### src/rtl/reg_alu_datapath_pkg.sv
// reg_alu_datapath_pkg: ALU opcodes, default sizes and flag bit positions for reg_alu_datapath
package reg_alu_datapath_pkg;
    localparam int DEF_WIDTH = 16;
    localparam int DEF_ADDR  = 4;
    localparam logic [3:0] ALU_ADD   = 4'h0;
    localparam logic [3:0] ALU_SUB   = 4'h1;
    localparam logic [3:0] ALU_AND   = 4'h2;
    localparam logic [3:0] ALU_OR    = 4'h3;
    localparam logic [3:0] ALU_XOR   = 4'h4;
    localparam logic [3:0] ALU_NOTA  = 4'h5;
    localparam logic [3:0] ALU_INC   = 4'h6;
    localparam logic [3:0] ALU_DEC   = 4'h7;
    localparam logic [3:0] ALU_SHL   = 4'h8;
    localparam logic [3:0] ALU_SHR   = 4'h9;
    localparam logic [3:0] ALU_MUL   = 4'hA;
    localparam logic [3:0] ALU_PASSA = 4'hB;
    localparam logic [3:0] ALU_PASSB = 4'hC;
    localparam logic [3:0] ALU_ASR   = 4'hD;
    localparam logic [3:0] ALU_ZERO  = 4'hE;
    localparam logic [3:0] ALU_ONE   = 4'hF;
    localparam int FLAG_Z = 3;
    localparam int FLAG_C = 2;
    localparam int FLAG_N = 1;
    localparam int FLAG_V = 0;
endpackage

### src/rtl/reg_alu_datapath_if.sv
// reg_alu_datapath_if: control word from the control unit and the datapath's status/result returns
interface reg_alu_datapath_if
    import reg_alu_datapath_pkg::*;
#(
    parameter int WIDTH = DEF_WIDTH,
    parameter int ADDR  = DEF_ADDR
);
    logic [WIDTH-1:0] Data_in;
    logic             IE;
    logic             WE;
    logic [ADDR-1:0]  WA;
    logic             REA;
    logic [ADDR-1:0]  RAA;
    logic             REB;
    logic [ADDR-1:0]  RAB;
    logic [3:0]       S_ALU;
    logic             Cin;
    logic             OE;
    logic [WIDTH-1:0] Datapath;
    logic [WIDTH-1:0] Out;
    logic             Out_valid;
    modport master (
        output Data_in, IE, WE, WA, REA, RAA, REB, RAB, S_ALU, Cin, OE,
        input  Datapath, Out, Out_valid
    );
    modport slave (
        input  Data_in, IE, WE, WA, REA, RAA, REB, RAB, S_ALU, Cin, OE,
        output Datapath, Out, Out_valid
    );
endinterface

### src/rtl/reg_alu_datapath_alu_unit.sv
// alu_unit: combinational ALU; overflow output exists only with DATAPATH_FLAGS_EN
module alu_unit
    import reg_alu_datapath_pkg::*;
#(
    parameter int WIDTH = DEF_WIDTH
) (
    input  logic [WIDTH-1:0] a,
    input  logic [WIDTH-1:0] b,
    input  logic [3:0]       op,
    input  logic             cin,
    output logic [WIDTH-1:0] y,
    output logic             c
`ifdef DATAPATH_FLAGS_EN
    ,
    output logic             v
`endif
);
    logic [WIDTH-1:0] addend;
    logic [WIDTH:0]   sum;
    logic             arith;
    // ADD, SUB, INC and DEC all share one adder; only the second operand differs
    always_comb begin
        addend = op == ALU_ADD ? b : op == ALU_SUB ? ~b : op == ALU_INC ? '0 : '1;
        sum    = {1'b0, a} + {1'b0, addend} + {{WIDTH{1'b0}}, cin};
        arith  = op == ALU_ADD || op == ALU_SUB || op == ALU_INC || op == ALU_DEC;
        c      = arith ? sum[WIDTH] : 1'b0;
        case (op)
            ALU_AND:   y = a & b;
            ALU_OR:    y = a | b;
            ALU_XOR:   y = a ^ b;
            ALU_NOTA:  y = ~a;
            ALU_SHL:   y = a << 1;
            ALU_SHR:   y = a >> 1;
            ALU_MUL:   y = a * b;
            ALU_PASSA: y = a;
            ALU_PASSB: y = b;
            ALU_ASR:   y = $signed(a) >>> 1;
            ALU_ZERO:  y = '0;
            ALU_ONE:   y = {{(WIDTH-1){1'b0}}, 1'b1};
            default:   y = sum[WIDTH-1:0];
        endcase
    end
`ifdef DATAPATH_FLAGS_EN
    assign v = (op == ALU_ADD || op == ALU_SUB) && a[WIDTH-1] == addend[WIDTH-1]
               && sum[WIDTH-1] != a[WIDTH-1];
`endif
endmodule

### src/rtl/reg_alu_datapath.sv
// reg_alu_datapath: register file + ALU executing control words; DATAPATH_FLAGS_EN adds registered Flags {Z,C,N,V}
module reg_alu_datapath
    import reg_alu_datapath_pkg::*;
#(
    parameter int WIDTH = DEF_WIDTH,
    parameter int ADDR  = DEF_ADDR
) (
    input  logic CLK,
    input  logic RST,
    reg_alu_datapath_if.slave bus
`ifdef DATAPATH_FLAGS_EN
    ,
    output logic [3:0] Flags
`endif
);
    localparam int DEPTH = 2 ** ADDR;
    logic [WIDTH-1:0] regs [DEPTH];
    logic [WIDTH-1:0] a, b, alu_y;
    logic             alu_c;
`ifdef DATAPATH_FLAGS_EN
    logic             alu_v;
`endif
    assign a = bus.REA ? regs[bus.RAA] : '0;
    assign b = bus.REB ? regs[bus.RAB] : '0;
    alu_unit #(.WIDTH(WIDTH)) u_alu (
        .a   (a),
        .b   (b),
        .op  (bus.S_ALU),
        .cin (bus.Cin),
        .y   (alu_y),
        .c   (alu_c)
`ifdef DATAPATH_FLAGS_EN
        ,
        .v   (alu_v)
`endif
    );
    assign bus.Datapath = bus.IE ? bus.Data_in : alu_y;
    // Out samples the pre-edge read port, so a same-cycle write to RAA is not seen
    always_ff @(posedge CLK or posedge RST) begin
        if (RST) begin
            for (int i = 0; i < DEPTH; i++) regs[i] <= '0;
            bus.Out       <= '0;
            bus.Out_valid <= 1'b0;
        end else begin
            if (bus.WE) regs[bus.WA] <= bus.Datapath;
            if (bus.OE) bus.Out <= a;
            bus.Out_valid <= bus.OE;
        end
    end
`ifdef DATAPATH_FLAGS_EN
    always_ff @(posedge CLK or posedge RST) begin
        if (RST) begin
            Flags <= '0;
        end else if (bus.WE && !bus.IE) begin
            Flags[FLAG_Z] <= alu_y == '0;
            Flags[FLAG_C] <= alu_c;
            Flags[FLAG_N] <= alu_y[WIDTH-1];
            Flags[FLAG_V] <= alu_v;
        end
    end
`endif
endmodule

### src/flat_wrapper.sv
// flat-port wrapper written by rule: the top's interface ports become plain ports
module reg_alu_datapath_flat import reg_alu_datapath_pkg::*;
#(
    parameter int WIDTH = DEF_WIDTH,
    parameter int ADDR  = DEF_ADDR
)
  (CLK, RST, bus_Data_in, bus_IE, bus_WE, bus_WA, bus_REA, bus_RAA, bus_REB, bus_RAB, bus_S_ALU, bus_Cin, bus_OE, bus_Datapath, bus_Out, bus_Out_valid);
  reg_alu_datapath_if #(.WIDTH(WIDTH), .ADDR(ADDR)) bus_i ();
  input  logic CLK;
  input  logic RST;
  input wire logic [$bits(bus_i.Data_in)-1:0] bus_Data_in;
  input wire logic [$bits(bus_i.IE)-1:0] bus_IE;
  input wire logic [$bits(bus_i.WE)-1:0] bus_WE;
  input wire logic [$bits(bus_i.WA)-1:0] bus_WA;
  input wire logic [$bits(bus_i.REA)-1:0] bus_REA;
  input wire logic [$bits(bus_i.RAA)-1:0] bus_RAA;
  input wire logic [$bits(bus_i.REB)-1:0] bus_REB;
  input wire logic [$bits(bus_i.RAB)-1:0] bus_RAB;
  input wire logic [$bits(bus_i.S_ALU)-1:0] bus_S_ALU;
  input wire logic [$bits(bus_i.Cin)-1:0] bus_Cin;
  input wire logic [$bits(bus_i.OE)-1:0] bus_OE;
  output wire logic [$bits(bus_i.Datapath)-1:0] bus_Datapath;
  output wire logic [$bits(bus_i.Out)-1:0] bus_Out;
  output wire logic [$bits(bus_i.Out_valid)-1:0] bus_Out_valid;
  assign bus_i.Data_in = bus_Data_in;
  assign bus_i.IE = bus_IE;
  assign bus_i.WE = bus_WE;
  assign bus_i.WA = bus_WA;
  assign bus_i.REA = bus_REA;
  assign bus_i.RAA = bus_RAA;
  assign bus_i.REB = bus_REB;
  assign bus_i.RAB = bus_RAB;
  assign bus_i.S_ALU = bus_S_ALU;
  assign bus_i.Cin = bus_Cin;
  assign bus_i.OE = bus_OE;
  assign bus_Datapath = bus_i.Datapath;
  assign bus_Out = bus_i.Out;
  assign bus_Out_valid = bus_i.Out_valid;
  reg_alu_datapath #(.WIDTH(WIDTH), .ADDR(ADDR)) u_core (.CLK(CLK), .RST(RST), .bus(bus_i));
endmodule
### config.mk
export PLATFORM = sky130hd
export DESIGN_NAME = reg_alu_datapath_flat
export DESIGN_NICKNAME = d
export VERILOG_FILES = /design/src/rtl/reg_alu_datapath_pkg.sv /design/src/rtl/reg_alu_datapath_if.sv /design/src/rtl/reg_alu_datapath_alu_unit.sv /design/src/rtl/reg_alu_datapath.sv /design/src/flat_wrapper.sv
export SDC_FILE = /design/constraint.sdc
export NUM_CORES = 1
export LEC_CHECK = 0
export CAP_MARGIN = 30
export CORE_AREA = 10 10 305 307
export CTS_CLUSTER_SIZE = 40
export DETAILED_ROUTE_END_ITERATION = 10
export DIE_AREA = 0 0 315 317
export GPL_TIMING_DRIVEN = 0
export PLACE_DENSITY = 0.47
export SYNTH_ARGS = -nofsm -noshare
export SYNTH_HDL_FRONTEND = slang
export SYNTH_SLANG_ARGS = --single-unit
### constraint.sdc
create_clock -name CLK -period 13.2 [get_ports CLK]
set_input_delay 1.98 -clock CLK [delete_from_list [all_inputs] [get_ports CLK]]
set_output_delay 1.98 -clock CLK [all_outputs]
set_load 0.02 [all_outputs]
# ---- Yosys cells after proc, flatten, opt, wreduce, memory -nomap -nowiden
# Index checks and enable logic that the tools add are counted.
dict set report totals {
  register_bits 273
}
dict set report classes {
  mul 1
  add_sub_neg 2
  n_eq_ne 14
  order_cmp 4
  muxes 16
  bitwise_logic 8
  reduce_logical 2
}
# op n
set ops {}
lappend ops {{bitwise mux 256 bit} 1}
lappend ops {{one-hot mux 16 bit (12 select lines)} 1}
lappend ops {{two-way mux 16 bit} 11}
lappend ops {{binary-select mux 16 bit (select 4 bit)} 2}
lappend ops {{demux 16 bit (select 4 bit)} 1}
lappend ops {{equality test 4 bit (second input constant)} 8}
lappend ops {{NOT 16 bit} 2}
lappend ops {{adder 16 x 1 -> 16 bit} 1}
lappend ops {{adder 16 bit} 1}
lappend ops {{bitwise AND 16 bit} 1}
lappend ops {{multiplier 16 x 16 -> 16 bit} 1}
lappend ops {{bitwise OR 16 bit} 1}
lappend ops {{XOR 16 bit} 1}
lappend ops {{>= comparator 5 bit (second input constant)} 3}
lappend ops {{NOT 4 -> 5 bit} 3}
lappend ops {{equality test 4 x 3 -> 1 bit (second input constant)} 3}
lappend ops {{equality test 4 x 2 -> 1 bit (second input constant)} 2}
lappend ops {{less-than comparator 5 x 1 -> 1 bit (second input constant)} 1}
lappend ops {{equality test 4 x 1 -> 1 bit (second input constant)} 1}
lappend ops {{zero test 4 bit} 1}
lappend ops {{logical AND 1 bit} 1}

# ---- Longest topological paths before layout
# Gate-level depths: netlist (run 1).
dict set report depth {
  depth_word 13
  mapped_depth 35
}

# ---- Cells and area by module
# From an unflattened synthesis (run 1), not the netlist that was laid out.
dict set report unflattened {
  hier_cells 2261
  area_unflattened_um2 21110.2
}
# mod seq_area_each_um2 area_each_um2 cells_each n_inst
set by_module_without_submodules {}
lappend by_module_without_submodules {reg_alu_datapath 6831.6 14264.9 1335 1}
lappend by_module_without_submodules {alu_unit 0.0 6845.3 926 1}

# ---- Worst setup path after synthesis (run 1)
# No wires, ideal clock.
dict set report synth_timing {
  path_kind {input -> output}
  startpoint {input port bus_RAA[0]}
  endpoint {output port bus_Datapath[15]}
  setup_slack_ns 1.418
  arrival_ns 9.802
  path_stages 30
  cell_sequence {buf_6 buf_6 buf_2 mux4_2 mux4_2 nand2_1 clkbuf_1 inv_1 ha_1 inv_1 fa_1 fa_1 inv_1 fa_1 fa_1 inv_1 fa_1 fa_1 xor2_1 xnor2_1 xnor2_1 xnor2_1 xnor2_1 xnor3_1 xnor3_1 xnor3_2 xnor2_2 a221oi_4 buf_8 nor2_1}
}
dict set report synth_via {
  elab_chain_len 9
}
# item line_no
set synth_rtl {}
lappend synth_rtl {{start, declared} flat_wrapper.sv:16} ;# input wire logic [$bits(bus_i.RAA)-1:0] bus_RAA;
lappend synth_rtl {{NOT 4 -> 5 bit (implied by the code) (*)} reg_alu_datapath.sv:23} ;# assign a = bus.REA ? regs[bus.RAA] : '0;
lappend synth_rtl {{binary-select mux 16 bit (select 4 bit) (*)} reg_alu_datapath.sv:23}
lappend synth_rtl {{two-way mux 16 bit (implied by the code) (*) (2 in series)} reg_alu_datapath.sv:23}
lappend synth_rtl {{two-way mux 16 bit (*)} reg_alu_datapath.sv:23}
lappend synth_rtl {{net u_core.a[7]} reg_alu_datapath.sv:18} ;# logic [WIDTH-1:0] a, b, alu_y;
lappend synth_rtl {{branches (longest 2 deep; another with multiplier 16 x 16 -> 16 bit)} -}
lappend synth_rtl {{one-hot mux 16 bit (12 select lines) (*)} reg_alu_datapath_alu_unit.sv:27} ;# case (op)
lappend synth_rtl {{two-way mux 16 bit (*)} reg_alu_datapath.sv:37} ;# assign bus.Datapath = bus.IE ? bus.Data_in : alu_y;
lappend synth_rtl {{end, declared} flat_wrapper.sv:22} ;# output wire logic [$bits(bus_i.Datapath)-1:0] bus_Datapath;
# Mark *: on every way through the listed nets, which the timed path passes. The select of a mux whose other input is x is not followed.

# ---- Worst setup path after layout (run 1)
dict set report layout_timing {
  startpoint {input port bus_RAA[2]}
  endpoint {output port bus_Datapath[15]}
}
# Same word-level chain as after synthesis.

==> metrics.csv, run 1 <==
metric;value;unit
cap_violations;0;
synthCells;2065;
rsz0062_at_grt;false;
fin_nets;2400;
crit_end;bus_Datapath[15];
place_inst;3295;
htree_num_levels;2;
fp-row-count;108;
fin_skew;0.0372;ns
worst-path-buf-inv;12;
fillCellCount;9030;
die_w;315;um
yosysWarnings;0;
crit_family;adder cells;
combPwrFrac;35.6;%
synth_top_family_by_area;multiplexers;
holdWs;0.497;ns
ir_drop;0.0000929;V
dieArea;99900;um2
switchingPower;1.32;mW
setup_viol;0;
grt_pass1_vias;17700;
synth-seq-cells;273;
wl;84500;um
hp-class;reg -> reg;
clock_path_buffers;3;
fin_crit_sh;97.1;%
critPathRequiredTime;11.22;ns
max_stage_delay;0.53;ns
r2r_end;u_core.regs[31]$_DFFE_PP0P_;
synth_compound_area_share;13.5;%
vias;17300;
utilization;28.3;%
port_buffers;63;
r2r_slack;4.55;ns
antenna_cells;0;
cp.arrival;10.84;ns
cp-start-kind;input pin;
worst_pin_slew;1.01;ns
syn2layout_area_growth;18.7;%
wl_per_cell;25.1;um
leakage;10.3;nW
drive_above_1_share;17.2;%
final_cells;3365;
die_h;317;um
grt_pass1_wl;124000;um
drt_iter0_drc;1653;
synth.area.mux_share;19.1;%
intPower;2.26;mW
synthSimpleGateAreaFrac;11.9;%
critPathKind;in -> out;
synthXorXnorAreaFrac;2.15;%
drt_pass1_iterations;6;
hold_violations;0;
seq_area_frac_synth;33.1;%
coreArea;86600;um2
gp_congestion;0.957;
postLayoutCellArea;24500;um2
cts_tree;yes;
critPathCaptureType;primary output;
worst_path_max_delay_cell;clkdlybuf4s50_1;
grt.overflow.total;0;
slew-limit-headroom;32.1;%
antenna_found_initial;1;
crit_start;bus_RAA[2];
ff2ff_path_depth;27;
ant_nets;0;
power.density;146;nW/um2
cpMostUsedCell;fa_1;
fmax;78.0;MHz
drc_errors;0;
synth-edff-count;0;
track_usage;16.7;%
synth_area_per_cell;10.0;um2
crit_fanout;12;
p_sw_share;36.9;%
async_flop_share;100;%
mostFrequentLayoutCells;nand2_1 (308), dfrtp_1 (273), o21ai_0 (188);
dp_hpwl;65900;um
insertion_delay;0.58;ns
cts.sinks;273;
layout_commonest_cell;nand2_1;
timing.rr.start;u_core.regs[229]$_DFFE_PP0P_;
hold_buffers;0;
synth_fa_ha_area_share;13.7;%
ys.flop_type;dfrtp_1;
cts-root-buf;clkbuf_16;
slew_viol_final;0;
numCtsBuffers;35;
synth_fp_nets;2281;
period_needed;12.82;ns
pwr-share-seq;34.2;%
syn-cell-area;20600;um2
yosysUniqueCellTypes;77;
drt-vias-per-instance;5.14;
clockPowerShare;30.2;%
initial_utilization;23.8;%
io_pins;73;
placed_area;22900;um2
clk_pin_slew;0.06;ns
outcome;completed;
worst-path-stages;32;
grt_max_degree;119;
==> flip-flops by register name, summed over array words and instances, names as in the netlist <==
register and count:
u_core.bus.Out 16, u_core.bus.Out_valid 1, u_core.regs 256
==> cell usage after synthesis, types with 7 or more instances <==
cell type,n,area share (%)
nor3_1,16,0.39
o31ai_2,10,0.61
fa_1,82,8.0
a211oi_1,10,0.36
mux2i_1,32,1.6
ha_1,94,5.7
o211ai_1,11,0.40
buf_1,11,0.20
a21oi_1,73,1.8
nand2_1,311,5.7
o2111ai_1,8,0.34
nor2_1,174,3.2
a31oi_1,20,0.61
mux2_2,65,3.5
clkbuf_1,76,1.4
o21ai_0,189,4.6
and2_1,9,0.27
xor2_1,11,0.47
nand2b_1,11,0.33
inv_1,165,3.0
xnor2_1,30,1.3
o22ai_1,25,0.76
buf_2,32,0.78
and3_1,7,0.21
a221oi_1,10,0.42
a22oi_1,16,0.58
nor2b_1,16,0.48
o221ai_1,8,0.34
dfrtp_1,273,33
nand3_1,29,0.70
o31ai_1,9,0.33
buf_6,8,0.44
mux4_2,119,13
mux4_1,8,1.0
buf_4,7,0.25
==> worst min-delay path: stages, from the launching register on <==
cell,delay (ns)
dfrtp_1,0.35
nand2_1,0.05
o31ai_1,0.06
==> repair_timing <==
action                                  CTS  global route
hold endpoints to repair                  0             0
pin swaps                                 3             2
buffers inserted                          9             2
endpoints found under the setup margin   10             6
resized for setup                        42            39
==> worst min path at each step <==
stage	startpoint	endpoint	slack, ns	depth (start not counted)
finish	u_core.regs[95]$_DFFE_PP0P_	u_core.regs[95]$_DFFE_PP0P_	0.50	2
detailed placement	u_core.regs[95]$_DFFE_PP0P_	u_core.regs[95]$_DFFE_PP0P_	0.48	2
global route	u_core.bus.Out[6]$_DFFE_PP0P_	u_core.bus.Out[6]$_DFFE_PP0P_	0.53	1
floorplan	u_core.regs[199]$_DFFE_PP0P_	u_core.regs[199]$_DFFE_PP0P_	0.46	2
CTS	u_core.regs[95]$_DFFE_PP0P_	u_core.regs[95]$_DFFE_PP0P_	0.49	2
global placement	u_core.regs[82]$_DFFE_PP0P_	u_core.regs[82]$_DFFE_PP0P_	0.47	2
==> final cells by class <==
cell class / count / area, um2 / area share (%)
buffer: 136 / 812 / 3.31
clock buffer: 46 / 967 / 3.95
clock inverter: 17 / 344 / 1.40
inverter: 173 / 669 / 2.73
multi-input combinational: 1479 / 12600 / 51.4
sequential: 273 / 6830 / 27.9
tap: 1155 / 1450 / 5.90
timing repair buffer: 86 / 851 / 3.47
==> through the flow <==
stage | setup WS (ns) | TNS (ns) | total power, mW
2_1_floorplan | 1.42 | 0 | 2.00
3_3_place_gp | -1.89 | -13.01 | 2.42
3_5_place_dp | -1.67 | -5.53 | 2.47
4_1_cts | 0.111 | 0 | 3.58
5_1_grt | 0.0364 | 0 | 3.77
6_report | 0.378 | 0 | 3.58
==> per-layer routing <==
| layer | global-route usage (%) | vias to the layer above | part of all wire (%) |
|---|---|---|---|
| met1 | 22.5 | 8917 | 44 |
| met2 | 27.1 | 732 | 47 |
| met4 | 5.69 | 2 | 3.3 |
| li1 | - | 7500 | - |
| met5 | 0 | - | 0.015 |
| met3 | 2.56 | 136 | 6.4 |
==> power groups by stage <==
stage                     sequential (mW)  combinational, mW  clock (mW)
final                                1.22               1.27        1.08
after global routing                 1.25               1.39        1.13
after CTS                            1.22               1.26        1.10
after detailed placement             1.23               1.24           0
after global placement               1.21               1.21           0
after floorplan                      1.17              0.836           0
==> logic make-up after synthesis <==
kind of cell | after synthesis
AOI/OAI and AO/OA | 440
xor gates and xnor gates | 45
adders and majority gates | 178
buffers and inverters | 313
DFF | 273
muxes | 224
and+or+nand+nor | 592
No activity file was read; power rests on OpenSTA's default activity.
==> run 2: changes to the inputs <==
- CORE_AREA: 10 10 305 307 -> 2 2 297 299
- DIE_AREA: 0 0 315 317 -> 0 0 299 301
- SKIP_LAST_GASP: unset -> 1
==> run 2 against run 1 <==
Net effect: critical path depth is 2 lower; critical path type unchanged; largest cell class unchanged; via count is 0.60% lower; clock power is 14% lower.
==> metrics.csv, run 2 (synthesis results as in run 1) <==
metric;value;unit
die_w;299;um
drt_pass1_iterations;5;
critPathRequiredTime;11.22;ns
cpMostUsedCell;fa_1;
drc_errors;0;
top_layer;met5;
worst_pin_slew;1.00;ns
die_h;301;um
power.density;141;nW/um2
numCtsBuffers;34;
hold_buffers;0;
place_inst;3294;
fin_total_pwr;3.43;mW
initial_utilization;23.9;%
met3WireLength;4690;um
wl_per_cell;24.9;um
layout_commonest_cell;nand2_1;
io_pins;73;
grt.overflow.total;0;
leakage;10.2;nW
critPathCaptureType;primary output;
intPower;2.14;mW
slew_viol_final;0;
cap_violations;0;
port_buffers;63;
max_stage_delay;0.56;ns
fmax;77.4;MHz
cts-root-buf;clkbuf_16;
insertion_delay;0.56;ns
multiInputGateArea;12600;um2
clockPowerShare;27.1;%
worst_path_max_delay_cell;fa_1;
period_needed;12.91;ns
coreArea;86500;um2
antenna_found_initial;2;
wl_met1;36600;um
switchingPower;1.30;mW
dp_hpwl;65000;um
cts.sinks;273;
mostFrequentLayoutCells;nand2_1 (308), dfrtp_1 (273), o21ai_0 (187);
slew-limit-headroom;32.5;%
drt-vias-per-instance;5.11;
top_register;u_core.regs;
final_cells;3362;
setup_viol;0;
fp-row-count;108;
cp-start-kind;input pin;
fin_crit_sh;97.8;%
p_sw_share;37.8;%
grt_max_degree;128;
grt_pass1_wl;122000;um
clk_pin_slew;0.05;ns
cts_tree;yes;
fin_nets;2398;
combPwrFrac;37.1;%
drt_iter0_drc;1596;
ant_nets;0;
hp-class;reg -> reg;
dieArea;90000;um2
htree_num_levels;2;
fillCellCount;9189;
reg.largest.list;u_core.regs: 256 flops, u_core.bus.Out: 16 flops, u_core.bus.Out_valid: 1 flops;
cp.arrival;10.93;ns
pwr-share-seq;35.8;%
outcome;completed;
fin_skew;0.0213;ns
hold_violations;0;
grt_pass1_vias;17400;
largest_reg_flops;256;
syn2layout_area_growth;17.6;%
track_usage;18.3;%
crit_fanout;11;
rsz0062_at_grt;true;
drive_above_1_share;17.0;%
antenna_cells;0;
ir_drop;0.0000746;V
wl;83700;um
gp_congestion;0.958;
critPathKind;in -> out;
seq_area;6830;um2
wl_met2;39700;um
clock_path_buffers;3;
vias;17200;
run 2: changes by cell type in the layout (fill, tap and decap cells not counted), sizes merged:
cell / before / now
clkbuf: 123 / 126
clkinvlp: 6 / 5
bufinv: 7 / 1
clkinv: 11 / 10
inv: 166 / 168
run 2: power groups by stage:
stage	clock network, mW	logic, mW	registers [mW]
2_1_floorplan	0	0.836	1.17
3_3_place_gp	0	1.21	1.22
3_5_place_dp	0	1.23	1.23
4_1_cts	0.949	1.26	1.22
5_1_grt	0.983	1.38	1.25
6_report	0.931	1.27	1.23
run 2: final timing paths:
check                                               start                             end  slack [ns]  cells after the start
setup / recovery                               bus_RAA[2]                bus_Datapath[15]        0.29                     30
hold reg to reg            u_core.bus.Out[15]$_DFFE_PP0P_  u_core.bus.Out[15]$_DFFE_PP0P_        0.51                      1
hold / removal             u_core.bus.Out[15]$_DFFE_PP0P_  u_core.bus.Out[15]$_DFFE_PP0P_        0.51                      1
setup reg to reg             u_core.regs[213]$_DFFE_PP0P_     u_core.regs[47]$_DFFE_PP0P_        4.54                     27
min in group asynchronous                             RST    u_core.regs[148]$_DFFE_PP0P_        1.88                      2
max in group asynchronous                             RST   u_core.bus.Out[7]$_DFFE_PP0P_        9.86                      4
run 2: critical path, delay by kind of cell:
kind / cells / cell delay, ns
xor+xnor: 9 / 2.22
mux: 1 / 0.55
fa+ha+maj: 6 / 2.95
buf+inv: 8 / 1.76
compound gates: 3 / 0.78
simple gates: 3 / 0.63
run 2: per-stage QoR:
step	setup TNS [ns]	util (%)	hold slack, ns	cell area [um2]	worst slack, ns
6_report	0	28.1	0.505	24300	0.286
3_5_place_dp	-6.24	26.4	0.488	22900	-1.53
2_1_floorplan	0	-	0.458	20600	1.42
3_3_place_gp	-10.93	26.3	0.474	22700	-1.84
4_1_cts	0	28.0	0.501	24200	0.201
5_1_grt	-0.0221	28.1	0.528	24300	-0.0221
run 2: layout make-up:
cell class / count / area share [%]
flip-flops and latches: 273 / 28.1
inverters: 173 / 2.80
repair buffers: 85 / 3.54
well taps: 1155 / 5.95
clock buffers: 50 / 4.08
multi-input cells: 1479 / 51.8
clock inverters: 11 / 0.433
plain buffers: 136 / 3.27
run 2: layer usage:
metal | vias up | GRT usage, %
met3 | 126 | 2.36
met1 | 8898 | 24.7
met2 | 664 | 30.6
met4 | 2 | 5.65
li1 | 7493 | -
met5 | - | 0
run 2: repair_timing:
action	4_1_cts	5_1_grt
pin swaps	3	3
endpoints found under the setup margin	11	6
resized for setup	47	29
setup buffers	9	1
==> run 3: changes to the inputs <==
- CELL_PAD_IN_SITES_DETAIL_PLACEMENT: unset -> 1
- CELL_PAD_IN_SITES_GLOBAL_PLACEMENT: unset -> 1
- PLACE_DENSITY: 0.47 -> 0.54
==> run 3 against run 2 <==
Net effect: sequential power hardly changed; flip-flop and latch count stayed put; via count is 1.9% higher; power is 0.42% higher; routed wire length is 5.9% higher; core utilization is 0.095 points lower; non-clock buffer count is 1 higher.
==> metrics.csv, run 3 (synthesis results as in run 1) <==
metric;value;unit
power.density;142;nW/um2
placed_area;22900;um2
antenna_found_initial;0;
postLayoutCellArea;24200;um2
place_ws;-1.60;ns
wl_met2;42000;um
track_usage;19.5;%
fmax;77.6;MHz
slew_viol_final;0;
die_h;301;um
critPathKind;in -> out;
drt_iter0_drc;1403;
ant_nets;0;
crit_fanout;10;
cpMostUsedCell;fa_1;
dieArea;90000;um2
ff2ff_path_depth;27;
grt_max_degree;123;
ir_drop;0.0000690;V
slew-limit-headroom;29.7;%
htree_num_levels;2;
cp-start-kind;input pin;
wl_per_cell;26.4;um
setup_ws;0.313;ns
drt-vias-per-instance;5.22;
hold_violations;0;
clk_pin_slew;0.06;ns
leakage;10.2;nW
cap_violations;0;
fin_nets;2399;
initial_utilization;23.9;%
worst_path_max_delay_cell;clkdlybuf4s50_1;
top_register;u_core.regs;
crit_start;bus_RAB[2];
wl_met1;38700;um
vias;17500;
setup_tns;0;ns
coreArea;86500;um2
grt.overflow.total;0;
r2r_end;u_core.regs[255]$_DFFE_PP0P_;
gp_congestion;0.927;
r2r_slack;4.57;ns
hold_depth;2;
cts.sinks;273;
met3WireLength;4460;um
drc_errors;0;
critPathCaptureType;primary output;
holdWs;0.498;ns
cts-root-buf;clkbuf_16;
period_needed;12.89;ns
worst_pin_slew;1.05;ns
dp_hpwl;68800;um
wl;88600;um
numCtsBuffers;34;
fin_skew;0.0242;ns
place_inst;3298;
final_cells;3357;
setup_viol;0;
grt_pass1_vias;18600;
cts_tree;yes;
timing.rr.start;u_core.regs[245]$_DFFE_PP0P_;
io_pins;73;
drt_pass1_iterations;5;
critPathRequiredTime;11.22;ns
hp-start;u_core.regs[188]$_DFFE_PP0P_;
outcome;completed;
clock_path_buffers;3;
insertion_delay;0.54;ns
largest_reg_flops;256;
antenna_cells;0;
hold_end;u_core.regs[188]$_DFFE_PP0P_;
hp-class;reg -> reg;
drive_above_1_share;16.5;%
port_buffers;63;
reg.largest.list;u_core.regs: 256 flops, u_core.bus.Out: 16 flops, u_core.bus.Out_valid: 1 flops;
top_layer;met4;
die_w;299;um
grt_pass1_wl;130000;um
cp.arrival;10.91;ns
mostFrequentLayoutCells;nand2_1 (308), dfrtp_1 (273), o21ai_0 (189);
fin_crit_sh;97.6;%
syn2layout_area_growth;17.2;%
layout_commonest_cell;nand2_1;
fp-row-count;108;
fillCellCount;9942;
max_stage_delay;0.55;ns
## run 3: routing by layer
layer  track usage, %  vias to the layer above
met3             2.29                      156
met1             26.1                     9225
met5                0                        -
li1                 -                     7515
met4             7.07                        0
met2             32.4                      614
## run 3: stage by stage
step                      power [mW]  util [%]
after floorplan                 2.00         -
after global placement          2.43      26.3
after detailed placement        2.49      26.5
after CTS                       3.45      27.9
after global routing            3.63      28.0
final                           3.45      28.0
## run 3: area by class of cell
type	count	area, um2	area share [%]
buffer	137	761	3.14
sequential	273	6830	28.2
clock buffer	48	953	3.94
clock inverter	7	104	0.429
inverter	173	677	2.80
multi-input combinational	1479	12600	51.9
tap	1155	1450	5.97
timing repair buffer	85	866	3.58
## run 3: report_power, final
group	total (mW)	internal [mW]	switching, mW
Combinational	1.29	0.546	0.746
Sequential	1.22	1.04	0.180
Clock	0.928	0.542	0.387
## run 3: what timing repair did
| action | in CTS | in global routing |
|---|---|---|
| cloned | 0 | 0 |
| pin swaps | 3 | 2 |
| hold buffers | 0 | 0 |
| setup endpoints to repair | 11 | 7 |
| gates resized for setup | 39 | 16 |
| setup buffers | 6 | 1 |
## run 3: how the worst max path moves through the flow
stage,slack (ns),cells past startpoint,endpoint
6_report,0.31,30,bus_Datapath[11]
5_1_grt,-0.06,29,bus_Datapath[15]
4_1_cts,-0.07,32,bus_Datapath[15]
3_5_place_dp,-1.60,32,bus_Datapath[15]
3_3_place_gp,-1.81,31,bus_Datapath[15]
2_1_floorplan,1.42,30,bus_Datapath[15]
## run 3: worst max-delay path: cells and delay by family
kind | cells | cell delay [ns]
buf+inv | 12 | 3.28
fa+ha+maj | 7 | 2.91
compound gates | 6 | 1.66
mux | 2 | 0.35
simple gates | 2 | 0.34
xor+xnor | 1 | 0.33
==> RTL change 1: new RTL, settings of run 3 <==
Remove the case item `ALU_MUL` of the case on `op`.
--- a/src/rtl/reg_alu_datapath_alu_unit.sv
+++ b/src/rtl/reg_alu_datapath_alu_unit.sv
@@ -31,7 +31,6 @@
             ALU_NOTA:  y = ~a;
             ALU_SHL:   y = a << 1;
             ALU_SHR:   y = a >> 1;
-            ALU_MUL:   y = a * b;
             ALU_PASSA: y = a;
             ALU_PASSB: y = b;
             ALU_ASR:   y = $signed(a) >>> 1;
Formal check against the unedited RTL: not equivalent (Yosys sat finds a counterexample within 4 cycles, from zero or initial values and one cycle with RST high).
==> RTL change 1 against run 3 <==
First-iteration DRC count down 3.9%; design area fell by 15%; area after synthesis down 17%; sequential cell count unchanged; critical path type unchanged; hold slack improved by 2.8 ps; power fell by 2.8%; combinational power is 18% lower; worst setup slack better by 1100 ps; count of clock-buffer cells in the layout stayed put; clock skew is 17 ps higher; wire length decreased by 13%.
==> RTL change 1: results (changes against run 3) <==
| Metric | Value |
|---|---|
| Outcome | `complete, no violations (unchanged)` |
| Overall routing resource usage | `17.0% (was 19.5%)` |
| Fillers | `9933 (was 9942)` |
| Min-Delay Path Depth | `1 (was 2)` |
| Pre-CTS setup slack | `1500 ps (was -1600 ps)` |
| Worst Setup SP | `bus_RAB[1] (was bus_RAB[2])` |
| # diodes | `3 (was 0)` |
| Skew-Pair Late Insertion Delay | `590 ps (was 540 ps)` |
| Detailed placer's ending HPWL | `56500 microns (was 68800 microns)` |
| Multi-input combinational area share | `45.6% (was 51.9%)` |
| Initial antenna violation count | `4 (was 0)` |
| DRT iter0 DRCs | `1348 (was 1403)` |
| GR Util met1 | `22.3% (was 26.1%)` |
| Met3 Track Usage GR | `3.65% (was 2.29%)` |
| Synth Area in XOR/XNOR | `1.28% (was 2.15%)` |
| Crit path to | `bus_Datapath[13] (was bus_Datapath[11])` |
| GR Util met2 | `27.7% (was 32.4%)` |
| VDD IR-drop max | `0.0813 mV (was 0.0690 mV)` |
| Post-Layout Cell Count | `2956 (was 3357)` |
| Worst Hold End | `u_core.bus.Out[11]$_DFFE_PP0P_ (was u_core.regs[188]$_DFFE_PP0P_)` |
| Mapped Cells | `1653 (was 2065)` |
| Reg-to-reg startpoint | `u_core.regs[198]$_DFFE_PP0P_ (was u_core.regs[245]$_DFFE_PP0P_)` |
| Post-CTS setup repair buffer count | `0 (was 6)` |
| Least-Margin Pin Slew | `1080 ps (was 1050 ps)` |
| Final hold slack | `501 ps (was 498 ps)` |
| Vias in the first global route | `15595 (was 18562)` |
| Clk_skew | `40.8 ps (was 24.2 ps)` |
| CP max stage cell | `a2111oi_0 (was clkdlybuf4s50_1)` |
| CTS Buf Count | `36 (was 34)` |
| Placer Congestion | `0.889 (was 0.927)` |
| Reg-to-reg endpoint | `u_core.regs[141]$_DFFE_PP0P_ (was u_core.regs[255]$_DFFE_PP0P_)` |
| Pleak | `0.00856 uW (was 0.0102 uW)` |
| Netlist cell types | `66 (was 77)` |
| Clk tree area frac | `6.00% (was 4.37%)` |
| #MultiIn Comb | `1192 (was 1479)` |
| Vias per std cell | `4.96 (was 5.22)` |
| Adder-cell share of the synthesized area | `3.53% (was 13.7%)` |
| Buffers excl. clock | `218 (was 222)` |
| Synth top cells by count | `288 x nand2_1, 273 x dfrtp_1, 187 x o21ai_0 (was 311 x nand2_1, 273 x dfrtp_1, 189 x o21ai_0)` |
| DR WL met2 | `36300 microns (was 42000 microns)` |
| Seq area share | `33.0% (was 28.2%)` |
| Non-clock buffer share | `7.38% (was 6.72%)` |
| Max layer used | `met5 (was met4)` |
| Family with the most delay on the worst path | `compound AO/OA/AOI/OAI gates (was buffers and inverters)` |
| DR WL met3 | `5740 microns (was 4460 microns)` |
| Fin nets | `1862 (was 2399)` |
| Placed Cells | `2889 (was 3298)` |
| Post-synthesis mux area share | `24.2% (was 19.1%)` |
| PwrDens | `162 nW/um^2 (was 142 nW/um^2)` |
RTL change 1: changes by cell type after synthesis, sizes merged, moves of 15 or more:
cell,delta
a31oi,+15
nand2,-24
o31ai,-19
fa,-80
mux2i,+26
ha,-49
nor2,-77
xnor2,-18
a21oi,-15
inv,-114
mux2,-18
o22ai,-23
RTL change 1: worst reg2reg max path: stages, from the launching register on:
cell,delay [ps]
dfrtp_1,400
mux4_2,460
nor2b_1,140
a211oi_1,310
a21oi_1,210
nand2_1,270
xor2_1,180
nand2_1,70
a21o_1,220
ha_1,380
o21a_1,180
o211ai_1,140
a31o_2,290
a2111oi_0,870
o21ai_0,260
a41oi_1,850
buf_2,360
mux2_2,190
RTL change 1: power breakdown:
part | internal, uW | leakage [uW] | switching (uW)
Sequential | 1050 | 0.00341 | 181
Combinational | 475 | 0.00454 | 587
Clock | 631 | 0.000609 | 419
==> RTL change 2: new RTL, config.mk and constraints of run 3 <==
Without the edit above. Set the package constant `DEF_ADDR` to 2 (it was 4).
--- a/src/rtl/reg_alu_datapath_pkg.sv
+++ b/src/rtl/reg_alu_datapath_pkg.sv
@@ -1,7 +1,7 @@
 // reg_alu_datapath_pkg: ALU opcodes, default sizes and flag bit positions for reg_alu_datapath
 package reg_alu_datapath_pkg;
     localparam int DEF_WIDTH = 16;
-    localparam int DEF_ADDR  = 4;
+    localparam int DEF_ADDR  = 2;
     localparam logic [3:0] ALU_ADD   = 4'h0;
     localparam logic [3:0] ALU_SUB   = 4'h1;
     localparam logic [3:0] ALU_AND   = 4'h2;
Ports: changed (resized bus_RAA, bus_RAB and bus_WA); port bits go from 73 to 67. The function was not compared with the original's and may differ.
==> RTL change 2 against run 3 <==
Fmax is 0.69% lower; power is 61% lower; critical path depth is 5 lower; area after synthesis is 48% lower; wire length is 46% lower; largest power group unchanged; count of clock-buffer cells in the layout is 39 lower; worst setup slack worse by 89 ps; sequential cell count is 192 lower; design area is 46% lower.
==> RTL change 2: results (changes against run 3) <==
| Metric | Value |
|---|---|
| Clk_skew | `9.18 ps (was 24.2 ps)` |
| Pleak | `0.00552 uW (was 0.0102 uW)` |
| Largest net degree at the start of global routing | `72 (was 123)` |
| CTS Buf Count | `9 (was 34)` |
| Fillers | `10394 (was 9942)` |
| CP arrival | `11000 ps (was 10910 ps)` |
| Top FF cell, synth | `dfrtp_1 (unchanged)` |
| Hold Crit Class | `reg2reg (unchanged)` |
| Root Driver | `clkbuf_16 (unchanged)` |
| Fin nets | `1558 (was 2399)` |
| Final Util | `15.2% (was 28.0%)` |
| Int Pwr | `711 uW (was 2130 uW)` |
| DRT iter0 DRCs | `560 (was 1403)` |
| GR Util met1 | `13.4% (was 26.1%)` |
| First-pass GRT wire length | `70500 microns (was 130000 microns)` |
| Synth warn | `0 (unchanged)` |
| Clk buf depth | `2 (was 3)` |
| Port bufs | `62 (was 63)` |
| DRT Wirelength | `47600 microns (was 88600 microns)` |
| Skew-Pair Late Insertion Delay | `370 ps (was 540 ps)` |
| Post-CTS setup repair buffer count | `0 (was 6)` |
| Slew margin rel. | `30.9% (was 29.7%)` |
| Synth top cells by count | `179 x nand2_1, 158 x inv_1, 116 x nor2_1 (was 311 x nand2_1, 273 x dfrtp_1, 189 x o21ai_0)` |
| Pre-Repair DR Iteration Count | `5 (unchanged)` |
| Netlist cell types | `76 (was 77)` |
| GR Util met2 | `17.8% (was 32.4%)` |
| Layout cells sized above 1 | `7.83% (was 16.5%)` |
| Placer Congestion | `0.891 (was 0.927)` |
| Overall routing resource usage | `10.5% (was 19.5%)` |
| Met3 Track Usage GR | `1.49% (was 2.29%)` |
| Post-synth ARST share | `100% (unchanged)` |
| Pre-CTS setup slack | `-61.7 ps (was -1600 ps)` |
| Initial antenna violation count | `4 (was 0)` |
| Regs by FF count | `u_core.regs x64, u_core.bus.Out x16, u_core.bus.Out_valid x1 (was u_core.regs x256, u_core.bus.Out x16, u_core.bus.Out_valid x1)` |
| CP max FO | `10 (unchanged)` |
| Worst-path clk slew | `60 ps (about the same)` |
| VDD IR-drop max | `0.0723 mV (was 0.0690 mV)` |
| Outcome | `complete, no violations (unchanged)` |
| Detailed placer's ending HPWL | `37800 microns (was 68800 microns)` |
| Placed Cells | `2492 (was 3298)` |
| Vias in the first global route | `10572 (was 18562)` |
| Post-DR wirelength/cell | `19.0 microns (was 26.4 microns)` |
| Vias per std cell | `3.90 (was 5.22)` |
| Largest cells by area after synthesis | `dfrtp_1 19%, fa_1 15%, ha_1 11% (was dfrtp_1 33%, mux4_2 13%, fa_1 8.0%)` |
| Syn Nets | `1479 (was 2281)` |
| Post-synthesis sequential area ratio | `19.0% (was 33.1%)` |
| Synth Area per Inst | `8.42 sq um (was 10.0 sq um)` |
| Htree depth | `3 (was 2)` |
## RTL change 2: metrics by stage
step | hold WS [ps] | area [sq um]
final | 507 | 13200
after global routing | 533 | 13100
after CTS | 511 | 13100
after detailed placement | 496 | 12800
after global placement | 478 | 12700
after floorplan | 460 | 10700
## RTL change 2: what timing repair did
action | CTS | global route
setup endpoints to repair | 1 | 3
gates resized for setup | 1 | 5
cloned | 0 | 0
## RTL change 2: logic make-up after synthesis
logic type	synth area share, %
flip-flops	19.0
AND/OR/NAND/NOR	14.9
multiplexers	8.45
XOR/XNOR	5.16
adder cells (fa/ha/maj)	26.5
AO/OA/AOI/OAI	16.9
buffers and inverters	9.10
## RTL change 2: area by class of cell
type	instances	area, sq um	share of cell area [%]
clock buffers	9	225	1.71
inverters	171	653	4.97
flip-flops and latches	81	2030	15.4
plain buffers	70	328	2.49
well taps	1155	1450	11.0
multi-input cells	947	7690	58.5
repair buffers	68	693	5.27
clock inverters	7	82.6	0.628
diodes	1	2.50	0.0190
## RTL change 2: worst paths after layout
path	from	to	slack, ps	depth (start not counted)
worst max-delay path	bus_REA	bus_Datapath[15]	220	25
worst min-delay path	u_core.bus.Out[3]$_DFFE_PP0P_	u_core.bus.Out[3]$_DFFE_PP0P_	510	1
worst max register to register	u_core.regs[19]$_DFFE_PP0P_	u_core.regs[63]$_DFFE_PP0P_	4940	22
worst min register to register	u_core.bus.Out[3]$_DFFE_PP0P_	u_core.bus.Out[3]$_DFFE_PP0P_	510	1
max in group asynchronous	RST	u_core.regs[11]$_DFFE_PP0P_	10690	3
min in group asynchronous	RST	u_core.bus.Out[6]$_DFFE_PP0P_	1880	2
## RTL change 2: power groups by stage
stage / Clock, uW / Sequential [uW] / Combinational, uW
after floorplan: 0 / 336 / 444
after CTS: 279 / 335 / 721
after global routing: 289 / 342 / 788
after detailed placement: 0 / 339 / 716
after global placement: 0 / 335 / 700
final: 271 / 336 / 721
## RTL change 2: worst max-delay path: stages
cell and delay (ps):
clkdlybuf4s50_1 490, buf_2 240, nand2_1 400, o22a_1 260, clkbuf_1 630, clkinv_2 500, ha_1 380, inv_1 90
fa_1 450, fa_1 420, fa_1 520, fa_1 540, inv_1 50, fa_1 470, inv_1 50, fa_1 480
inv_1 50, ha_1 330, o21a_1 210, o31a_1 130, o41ai_1 750, xnor3_1 590, a21oi_2 320, nor2_1 110
clkdlybuf4s50_1 550
## RTL change 2: per-layer routing
layer | vias to the layer above | wire, microns
met3 | 68 | 2310
met4 | 2 | 1810
met1 | 5039 | 20900
met2 | 271 | 22700
li1 | 4407 | -
met5 | - | 13
